===== config.mk =====
export PLATFORM = sky130hd
export DESIGN_NAME = seg7_scan_driver_flat
export DESIGN_NICKNAME = d
export VERILOG_FILES = /design/src/rtl/seg7_pkg.sv /design/src/rtl/seg7_scan_driver_if.sv /design/src/rtl/seg7_encode.sv /design/src/rtl/seg7_scan_driver.sv /design/src/flat_wrapper.sv
export SDC_FILE = /design/constraint.sdc
export NUM_CORES = 1
export LEC_CHECK = 0
export ABC_CLOCK_PERIOD_IN_PS = 3500
export CAP_MARGIN = 20
export CORE_MARGIN = 4
export CORE_UTILIZATION = 52
export DETAILED_ROUTE_END_ITERATION = 16
export PLACE_DENSITY = 0.87
export SLEW_MARGIN = 20
export SYNTH_ARGS = -nofsm -noshare
export SYNTH_HDL_FRONTEND = slang
export SYNTH_SLANG_ARGS = --single-unit

===== constraint.sdc =====
create_clock -name clk -period 3.5 [get_ports clk]
set_input_delay 1.05 -clock clk [delete_from_list [all_inputs] [get_ports clk]]
set_output_delay 1.05 -clock clk [all_outputs]
set_load 0.03 [all_outputs]

===== src/rtl/seg7_pkg.sv =====
// Shared constants for the 7-segment scan driver: field width, digit glyphs
// (active-high, ordered a..g) and the digit-count helper.
package seg7_pkg;

  localparam int FIELD_W = 6;

  localparam logic [6:0] GLYPH_0 = 7'b1111110;
  localparam logic [6:0] GLYPH_1 = 7'b0110000;
  localparam logic [6:0] GLYPH_2 = 7'b1101101;
  localparam logic [6:0] GLYPH_3 = 7'b1111001;
  localparam logic [6:0] GLYPH_4 = 7'b0110011;
  localparam logic [6:0] GLYPH_5 = 7'b1011011;
  localparam logic [6:0] GLYPH_6 = 7'b1011111;
  localparam logic [6:0] GLYPH_7 = 7'b1110000;
  localparam logic [6:0] GLYPH_8 = 7'b1111111;
  localparam logic [6:0] GLYPH_9 = 7'b1111011;
  localparam logic [6:0] BLANK   = 7'b0000000;

  function automatic int num_digits(input int num_fields);
    return 2 * num_fields;
  endfunction

endpackage


===== src/rtl/seg7_scan_driver_if.sv =====
// Source/display bundle between a time source and the scan driver.
interface seg7_scan_driver_if
  import seg7_pkg::*;
#(
  parameter int NUM_FIELDS = 3
);
  logic [FIELD_W*NUM_FIELDS-1:0] src_a;
  logic [FIELD_W*NUM_FIELDS-1:0] src_b;
  logic                          src_sel;
  logic [NUM_FIELDS-1:0]         blink_mask;
  logic                          sec_tick;
  logic [6:0]                    seg;
  logic                          dp;
  logic [2*NUM_FIELDS-1:0]       an;

  modport master (
    output src_a, src_b, src_sel, blink_mask, sec_tick,
    input  seg, dp, an
  );

  modport slave (
    input  src_a, src_b, src_sel, blink_mask, sec_tick,
    output seg, dp, an
  );
endinterface


===== src/rtl/seg7_encode.sv =====
// Decimal digit to active-high 7-segment glyph; anything above 9 is blank.
module seg7_encode
  import seg7_pkg::*;
(
  input  logic [3:0] i_digit,
  output logic [6:0] o_glyph
);

  always_comb begin
    o_glyph = BLANK;
    case (i_digit)
      4'd0:    o_glyph = GLYPH_0;
      4'd1:    o_glyph = GLYPH_1;
      4'd2:    o_glyph = GLYPH_2;
      4'd3:    o_glyph = GLYPH_3;
      4'd4:    o_glyph = GLYPH_4;
      4'd5:    o_glyph = GLYPH_5;
      4'd6:    o_glyph = GLYPH_6;
      4'd7:    o_glyph = GLYPH_7;
      4'd8:    o_glyph = GLYPH_8;
      4'd9:    o_glyph = GLYPH_9;
      default: o_glyph = BLANK;
    endcase
  end

endmodule


===== src/rtl/seg7_scan_driver.sv =====
// Multiplexed 2-digit-per-field 7-segment driver with frame-aligned source
// snapshot, per-field blinking, colon flashing and optional leading-zero blank.
module seg7_scan_driver
  import seg7_pkg::*;
#(
  parameter int NUM_FIELDS   = 3,
  parameter int REFRESH_DIV  = 1000,
  parameter int BLINK_FRAMES = 64,
  parameter int ACTIVE_LOW   = 1,
  parameter int LZB          = 0
) (
  input logic               clk,
  input logic               rst,
  seg7_scan_driver_if.slave bus
);

  localparam int NUM_DIG = num_digits(NUM_FIELDS);
  localparam int DIV_W   = $clog2(REFRESH_DIV);
  localparam int DIG_W   = $clog2(NUM_DIG);
  localparam int BLK_W   = $clog2(BLINK_FRAMES + 1);
  localparam bit POL     = (ACTIVE_LOW != 0);
  localparam bit LZB_EN  = (LZB != 0);

  logic [DIV_W-1:0]              r_div_cnt;
  logic [DIG_W-1:0]              r_dig;
  logic [BLK_W-1:0]              r_blink_cnt;
  logic                          r_blink_ph;
  logic                          r_colon_ph;
  logic [FIELD_W*NUM_FIELDS-1:0] r_snap;
  logic [6:0]                    r_seg;
  logic                          r_dp;
  logic [NUM_DIG-1:0]            r_an;

  logic [FIELD_W-1:0] w_fields [NUM_FIELDS];
  logic [DIG_W-2:0]   w_field_idx;
  logic [FIELD_W-1:0] w_val;
  logic [3:0]         w_tens;
  logic [3:0]         w_ones;
  logic [3:0]         w_digit;
  logic [6:0]         w_glyph;
  logic               w_blink_off;
  logic               w_lz_off;
  logic [6:0]         w_seg;
  logic               w_dp;
  logic [NUM_DIG-1:0] w_an;
  logic               w_div_last;
  logic               w_dig_last;

  genvar gi;
  generate
    for (gi = 0; gi < NUM_FIELDS; gi++) begin : g_field
      assign w_fields[gi] = r_snap[gi*FIELD_W +: FIELD_W];
    end
    // Slot's first cycle is dark so the previous digit never ghosts onto the next anode.
    for (gi = 0; gi < NUM_DIG; gi++) begin : g_an
      assign w_an[gi] = (r_div_cnt != '0) && (r_dig == DIG_W'(gi));
    end
  endgenerate

  assign w_field_idx = r_dig[DIG_W-1:1];
  assign w_val       = w_fields[w_field_idx];
  assign w_tens      = 4'(w_val / 6'd10);
  assign w_ones      = 4'(w_val % 6'd10);
  assign w_digit     = r_dig[0] ? w_tens : w_ones;

  seg7_encode u_encode (
    .i_digit (w_digit),
    .o_glyph (w_glyph)
  );

  assign w_blink_off = r_blink_ph && bus.blink_mask[w_field_idx];
  assign w_lz_off    = LZB_EN && (r_dig == DIG_W'(NUM_DIG-1)) && (w_tens == 4'd0);
  assign w_seg       = (w_blink_off || w_lz_off) ? BLANK : w_glyph;
  assign w_dp        = r_colon_ph && !r_dig[0] && (w_field_idx != '0) && !w_blink_off;
  assign w_div_last  = (r_div_cnt == DIV_W'(REFRESH_DIV-1));
  assign w_dig_last  = (r_dig == DIG_W'(NUM_DIG-1));

  always_ff @(posedge clk or posedge rst) begin
    if (rst) begin
      r_div_cnt   <= '0;
      r_dig       <= '0;
      r_blink_cnt <= '0;
      r_blink_ph  <= 1'b0;
      r_colon_ph  <= 1'b0;
      r_snap      <= '0;
      r_seg       <= {7{POL}};
      r_dp        <= POL;
      r_an        <= {NUM_DIG{POL}};
    end else begin
      r_colon_ph <= r_colon_ph ^ bus.sec_tick;
      if (w_div_last) begin
        r_div_cnt <= '0;
        if (w_dig_last) begin
          // Frame start: latch the source and step the blink phase together.
          r_dig  <= '0;
          r_snap <= bus.src_sel ? bus.src_b : bus.src_a;
          if (r_blink_cnt == BLK_W'(BLINK_FRAMES-1)) begin
            r_blink_cnt <= '0;
            r_blink_ph  <= ~r_blink_ph;
          end else begin
            r_blink_cnt <= r_blink_cnt + 1'b1;
          end
        end else begin
          r_dig <= r_dig + 1'b1;
        end
      end else begin
        r_div_cnt <= r_div_cnt + 1'b1;
      end
      r_seg <= w_seg ^ {7{POL}};
      r_dp  <= w_dp ^ POL;
      r_an  <= w_an ^ {NUM_DIG{POL}};
    end
  end

  assign bus.seg = r_seg;
  assign bus.dp  = r_dp;
  assign bus.an  = r_an;

endmodule


===== src/flat_wrapper.sv =====
// flat-port wrapper written by rule: the top's interface ports become plain ports
module seg7_scan_driver_flat import seg7_pkg::*;
#(
  parameter int NUM_FIELDS   = 3,
  parameter int REFRESH_DIV  = 1000,
  parameter int BLINK_FRAMES = 64,
  parameter int ACTIVE_LOW   = 1,
  parameter int LZB          = 0
)
  (clk, rst, bus_src_a, bus_src_b, bus_src_sel, bus_blink_mask, bus_sec_tick, bus_seg, bus_dp, bus_an);
  seg7_scan_driver_if #(.NUM_FIELDS(NUM_FIELDS)) bus_i ();
  input logic clk;
  input logic rst;
  input wire logic [$bits(bus_i.src_a)-1:0] bus_src_a;
  input wire logic [$bits(bus_i.src_b)-1:0] bus_src_b;
  input wire logic [$bits(bus_i.src_sel)-1:0] bus_src_sel;
  input wire logic [$bits(bus_i.blink_mask)-1:0] bus_blink_mask;
  input wire logic [$bits(bus_i.sec_tick)-1:0] bus_sec_tick;
  output wire logic [$bits(bus_i.seg)-1:0] bus_seg;
  output wire logic [$bits(bus_i.dp)-1:0] bus_dp;
  output wire logic [$bits(bus_i.an)-1:0] bus_an;
  assign bus_i.src_a = bus_src_a;
  assign bus_i.src_b = bus_src_b;
  assign bus_i.src_sel = bus_src_sel;
  assign bus_i.blink_mask = bus_blink_mask;
  assign bus_i.sec_tick = bus_sec_tick;
  assign bus_seg = bus_i.seg;
  assign bus_dp = bus_i.dp;
  assign bus_an = bus_i.an;
  seg7_scan_driver #(.NUM_FIELDS(NUM_FIELDS), .REFRESH_DIV(REFRESH_DIV), .BLINK_FRAMES(BLINK_FRAMES), .ACTIVE_LOW(ACTIVE_LOW), .LZB(LZB)) u_core (.clk(clk), .rst(rst), .bus(bus_i));
endmodule

# Word-level counts from Yosys, hierarchy flattened
# Memories as Yosys holds them, arrays and structs flattened.
# Cells that the tools add are included.
# totals
memories,1
input_bits,43
mem_bits_ro,112
wordCells,58
out_inout_bits,14
reg_bits,54
# classes
mux,11
n_reduce_logical,17
add_sub_neg,3
n_bitwise,6
n_eq_ne,7
n_div,2
n_lt_le_gt_ge,2
# memory_table
name,words,word_bits,read_ports,rd_ports_with_merged_regs,wr,line_no,source
(name not given),16,7,1,0,0,seg7_encode.sv:11,case (i_digit)
# op_table
operator,n
$mux 18,1
$mux 7,2
$bmux 6 s2,1
$mux 6,2
$add 10x1->10 const B,1
$eq 10x10->1 const B,1
$logic_and 1x1->1,10
$mux 10,1
$reduce_bool 10->1,1
$add 7x1->7 const B,1
$eq 7x6->1 const B,1
$not 7->7,1
$div 6x4->6 const B,1
$eq 3x2->1 const B,2
$eq 3x3->1 const B,2
$mod 6x4->6 const B,1
$not 6->6,1
$mux 4,1
$add 3x1->3 const B,1
$eq 3x1->1 const B,1
$ge 3x3->1 const B,1
$logic_not 3->1,1
$lt 2x3->1 const B,1
$mux 3,1
9 further kinds,11

# Logic depth before layout (Yosys ltp)
# Gate-level depths: netlist (run 1).
# An unclocked memory read counts as a cell.
# logic_depth
ltp_word,9
mapped_depth,12
mapped_depth_nobuf,9

# By module
# From an unflattened synthesis (run 1), not the netlist that was laid out.
# unflattened
cells_unflattened,306
hier_area_um2,3011.6
# modules_own_cells
module,n_inst,seq_area_each_um2,cells_per_inst,area_each_um2
seg7_scan_driver,1,1368.8,278,2792.7
seg7_encode,1,0.0,28,219.0

# Worst setup path before layout (run 1)
# OpenSTA, ideal clock, no wires.
# synth_timing
path_kind,register -> register
start,register u_core.r_dig[1]
end,register u_core.r_seg[2] (netlist: u_core.bus.seg[2])
path_stages_with_launch,12
setup_slack_ns,0.907
period_less_slack_ns,2.593
setup_time_ns,0.076
arrival_time_ns,2.518
path_cell_list,dfrtp_1 -> buf_2 -> buf_4 -> mux2i_1 -> o2bb2ai_2 -> nor3_1 -> o21a_1 -> nor3_1 -> inv_1 -> ha_1 -> mux2_4 -> o211ai_2
# synth_between
elab_chain_cells,9
# synth_rtl
element,line_no,source
from (decl),seg7_scan_driver.sv:25,logic [DIG_W-1:0] r_dig;
from (signal assigned),seg7_scan_driver.sv:104,r_dig <= r_dig + 1'b1;
$not 2->3 (not written as such),seg7_scan_driver.sv:61,assign w_val = w_fields[w_field_idx];
$bmux 6 s2,seg7_scan_driver.sv:61,
$mux 6 (not written as such) (2 in series),seg7_scan_driver.sv:61,
$mod 6x4->6 / $div 6x4->6 (equally long branches),"seg7_scan_driver.sv:63, seg7_scan_driver.sv:62",
$mux 4,seg7_scan_driver.sv:64,assign w_digit = r_dig[0] ? w_tens : w_ones;
$mem_v2 16x7,n/a,
$mux 7 (*),seg7_scan_driver.sv:73,assign w_seg = (w_blink_off || w_lz_off) ? BLANK : w_glyph;
$not 7->7 (no source line) (*),n/a,
to (signal assigned),seg7_scan_driver.sv:86,r_seg <= {7{POL}};
to (signal assigned),seg7_scan_driver.sv:109,r_seg <= w_seg ^ {7{POL}};
to (decl),seg7_scan_driver.sv:30,logic [6:0] r_seg;
# Every way passes the cells marked *; elsewhere a longest branch is shown, timed or not. The select of a mux whose other input is x is not followed.
# A chain may end at the register's enable or synchronous reset.

# Worst setup path after layout (run 1)
# layout_timing
start,register u_core.r_dig[1]
end,register u_core.r_seg[3] (netlist: u_core.bus.seg[3])
# Same word-level chain as after synthesis.

==> impl_metrics.env, run 1 <==
export IMPL_crit_type="reg -> reg"
export IMPL_met1_length_um=2830
export IMPL_ys_types=55
export IMPL_synthTopCellsByCount="41 x nand2_1, 40 x dfrtp_1, 28 x mux2i_1"
export IMPL_synth_area_mux_share=0.106
export IMPL_total_power_mw=1.10
export IMPL_grt_pass1_vias=2304
export IMPL_clockBufferDepth=2
export IMPL_drt_wirelength_per_cell_um=14.8
export IMPL_postCtsSetupBuffers=0
export IMPL_relSlewSlack=0.441
export IMPL_crit_arrival_ns=3.32
export IMPL_clk_insertion_delay_late_ns=0.32
export IMPL_postRouteWirelength_um=6290
export IMPL_netlist_area_leader_share=0.331
export IMPL_synth_top_family_by_area="compound AO/OA/AOI/OAI gates"
export IMPL_skew_ns=0.00670
export IMPL_place_gp_congestion=0.851
export IMPL_synth_xor_area_frac=0.0376
export IMPL_vias=2392
export IMPL_ctsResizeCount=0
export IMPL_synthSimpleGateAreaFrac=0.153
export IMPL_leakagePower_nw=1.58
export IMPL_finalSetupViolations=0
export IMPL_drive_gt1_frac=0.138
export IMPL_syn_inst=297
export IMPL_post_route_util=0.675
export IMPL_cts_htree_levels=2
export IMPL_drt_initial_drc_count=219
export IMPL_netlist_top_cells_area="dfrtp_1 33%, dfstp_2 12%, mux2i_1 9.3%, nand2_1 5.1%, ha_1 3.7%"
export IMPL_worstPathMaxFanout=14
export IMPL_yosysSeqAreaShare=0.452
export IMPL_min_period_ns=3.10
export IMPL_yosys_warnings=0
export IMPL_slew_violations=0
export IMPL_p_per_area_mw_per_mm2=291
export IMPL_syn2layout_area_growth_pct=24.4
export IMPL_wl_met2_um=2930
export IMPL_fillers=432
export IMPL_root_buffer="clkbuf_8"
export IMPL_start_util=0.543
export IMPL_dp_hpwl_um=4760
export IMPL_grt_usage=0.185
export IMPL_rsz0062_at_grt="false"
export IMPL_cp_required_ns=3.73
export IMPL_synth_edf_count=0
export IMPL_path_clk_slew_ns=0.10
export IMPL_syn_num_nets=349
export IMPL_fp_dieW_um=84.3
export IMPL_tns_ns=0
export IMPL_timing_max_cap_violations=0
export IMPL_io_buffers=56
export IMPL_core_region_area_sq_mm=0.00557
export IMPL_critPathLaunchType="flop"
export IMPL_top_layer="met4"
export IMPL_drt_pass1_iter_count=4
export IMPL_status="completed"
export IMPL_end_kind="flop"
export IMPL_drc=0
export IMPL_synth_largest_area_cell="dfrtp_1"
export IMPL_grt_ovfl_total=0
export IMPL_min_path_type="reg -> reg"
export IMPL_synthAdderAreaFrac=0.0438
export IMPL_hold_buffers=0
export IMPL_avgViaCountPerCell=5.62
export IMPL_avgSynthCellArea_sq_um=10.2
export IMPL_period_share=0.885
export IMPL_ant_nets=0
export IMPL_antenna_cells=0
export IMPL_cts_made_buffers=5
export IMPL_die_y_um=84.3
export IMPL_finalHoldViolations=0
export IMPL_ys_ff_latch=54
export IMPL_antenna_found_initial=0
export IMPL_synth_area_sq_mm=0.00303
export IMPL_synth_most_common_cell="nand2_1"
export IMPL_final_net_count=405
export IMPL_yosys_most_used_dff="dfrtp_1"
export IMPL_grt_max_degree=43
export IMPL_dieArea_sq_mm=0.00710
export IMPL_rows=27
export IMPL_worst_pin_slew_ns=0.838
export IMPL_grt_pass1_wl_um=10800
export IMPL_clock_fmax_ghz=0.323
export IMPL_vdd_drop_max_uv=160
export IMPL_io_pins=57
export IMPL_synth_compound_area_share=0.171
export IMPL_async_reset_ff_frac=1.00
export IMPL_routed_wl_met3_um=416
export IMPL_cts_sinks=54
export IMPL_cts_tree="yes"
## worst paths after layout
check	from	to	slack, ns	cells after the start
max in group asynchronous	rst	u_core.bus.seg[2]$_DFF_PP1_	1.54	3
min reg2reg	u_core.r_colon_ph$_DFF_PP0_	u_core.r_colon_ph$_DFF_PP0_	0.47	1
max	u_core.r_dig[1]$_DFFE_PP0N_	u_core.bus.seg[3]$_DFF_PP1_	0.40	11
min	u_core.r_colon_ph$_DFF_PP0_	u_core.r_colon_ph$_DFF_PP0_	0.47	1
min in group asynchronous	rst	u_core.r_div_cnt[8]$_DFF_PP0_	1.22	2
max reg2reg	u_core.r_dig[1]$_DFFE_PP0N_	u_core.bus.seg[3]$_DFF_PP1_	0.40	11
## layer usage
layer | vias up | track usage
li1 | 1174 | -
met2 | 94 | 0.297
met5 | - | 0
met4 | 0 | 0.0614
met3 | 11 | 0.0412
met1 | 1113 | 0.249
## power by group
group	internal [mW]	switching, mW
registers	0.630	0.00349
logic	0.0565	0.0307
clock network	0.163	0.213
total	0.850	0.247
## final cells by class
cell class / count / area [sq um] / share of cell area
repair buffers: 65 / 628 / 0.167
inverters: 9 / 33.8 / 0.00897
well taps: 72 / 90.1 / 0.0239
flip-flops and latches: 54 / 1370 / 0.364
clock buffers: 6 / 82.6 / 0.0219
multi-input cells: 218 / 1550 / 0.410
clock inverters: 2 / 16.3 / 0.00432
## layout by cell type, fill, tap and decap left out, types with 3 or more instances in the layout
cell type,instances
clkdlybuf4s50_1,56
nand2_1,41
dfrtp_1,40
mux2i_1,28
o21ai_1,18
o21ai_0,14
nor2_1,14
dfstp_2,14
nand3_1,13
xor2_1,9
ha_1,9
buf_4,9
inv_1,7
nor3_1,7
nand4_1,6
clkbuf_8,6
and3_1,4
xnor2_1,4
o2bb2ai_2,4
nor2b_1,3
nor4_1,3
a21oi_1,3
a2bb2oi_2,3
## logic make-up after synthesis
group                      Yosys count
xor gates and xnor gates            13
muxes                               31
buffers and inverters               25
and+or+nand+nor                     98
AOI/OAI and AO/OA                   65
DFF                                 54
adders and majority gates           11
## per-stage QoR
step / instances / hold slack, ns / worst slack [ns] / instance area, sq um
2_1_floorplan: 297 / 0.430 / 0.907 / 3030
3_3_place_gp: 418 / 0.446 / 0.617 / 3670
3_5_place_dp: 418 / 0.455 / 0.458 / 3670
4_1_cts: 426 / 0.469 / 0.435 / 3760
5_1_grt: 426 / 0.492 / 0.198 / 3760
6_report: 426 / 0.469 / 0.403 / 3760
## flip-flops by register name, indices dropped and copies added, names as in the netlist
signal and flops:
u_core.r_blink_ph 1, u_core.bus.dp 1, u_core.r_snap 18, u_core.bus.an 6, u_core.r_dig 3, u_core.r_div_cnt 10
u_core.r_colon_ph 1, u_core.bus.seg 7, u_core.r_blink_cnt 7
## critical path, cell delays in order, from the launching register on
cell and delay, ns:
dfrtp_1 0.60, nor2b_1 0.45, buf_4 0.29, o2bb2ai_2 0.28, nand3_1 0.17, a2111oi_0 0.41, nor3_1 0.08, buf_4 0.16
inv_1 0.07, ha_1 0.23, mux2i_1 0.17, o21ai_1 0.09
No activity file was read; power rests on OpenSTA's default activity.
==> inputs of run 2 (changes only) <==
--- a/config.mk
+++ b/config.mk
@@ -9,6 +9,7 @@
 export CAP_MARGIN = 20
 export CORE_MARGIN = 4
 export CORE_UTILIZATION = 52
+export CTS_CLUSTER_DIAMETER = 40
 export DETAILED_ROUTE_END_ITERATION = 16
 export PLACE_DENSITY = 0.87
 export SLEW_MARGIN = 20
==> results of run 2 <==
The final DEF is identical to that of run 1; final timing and power are the same.
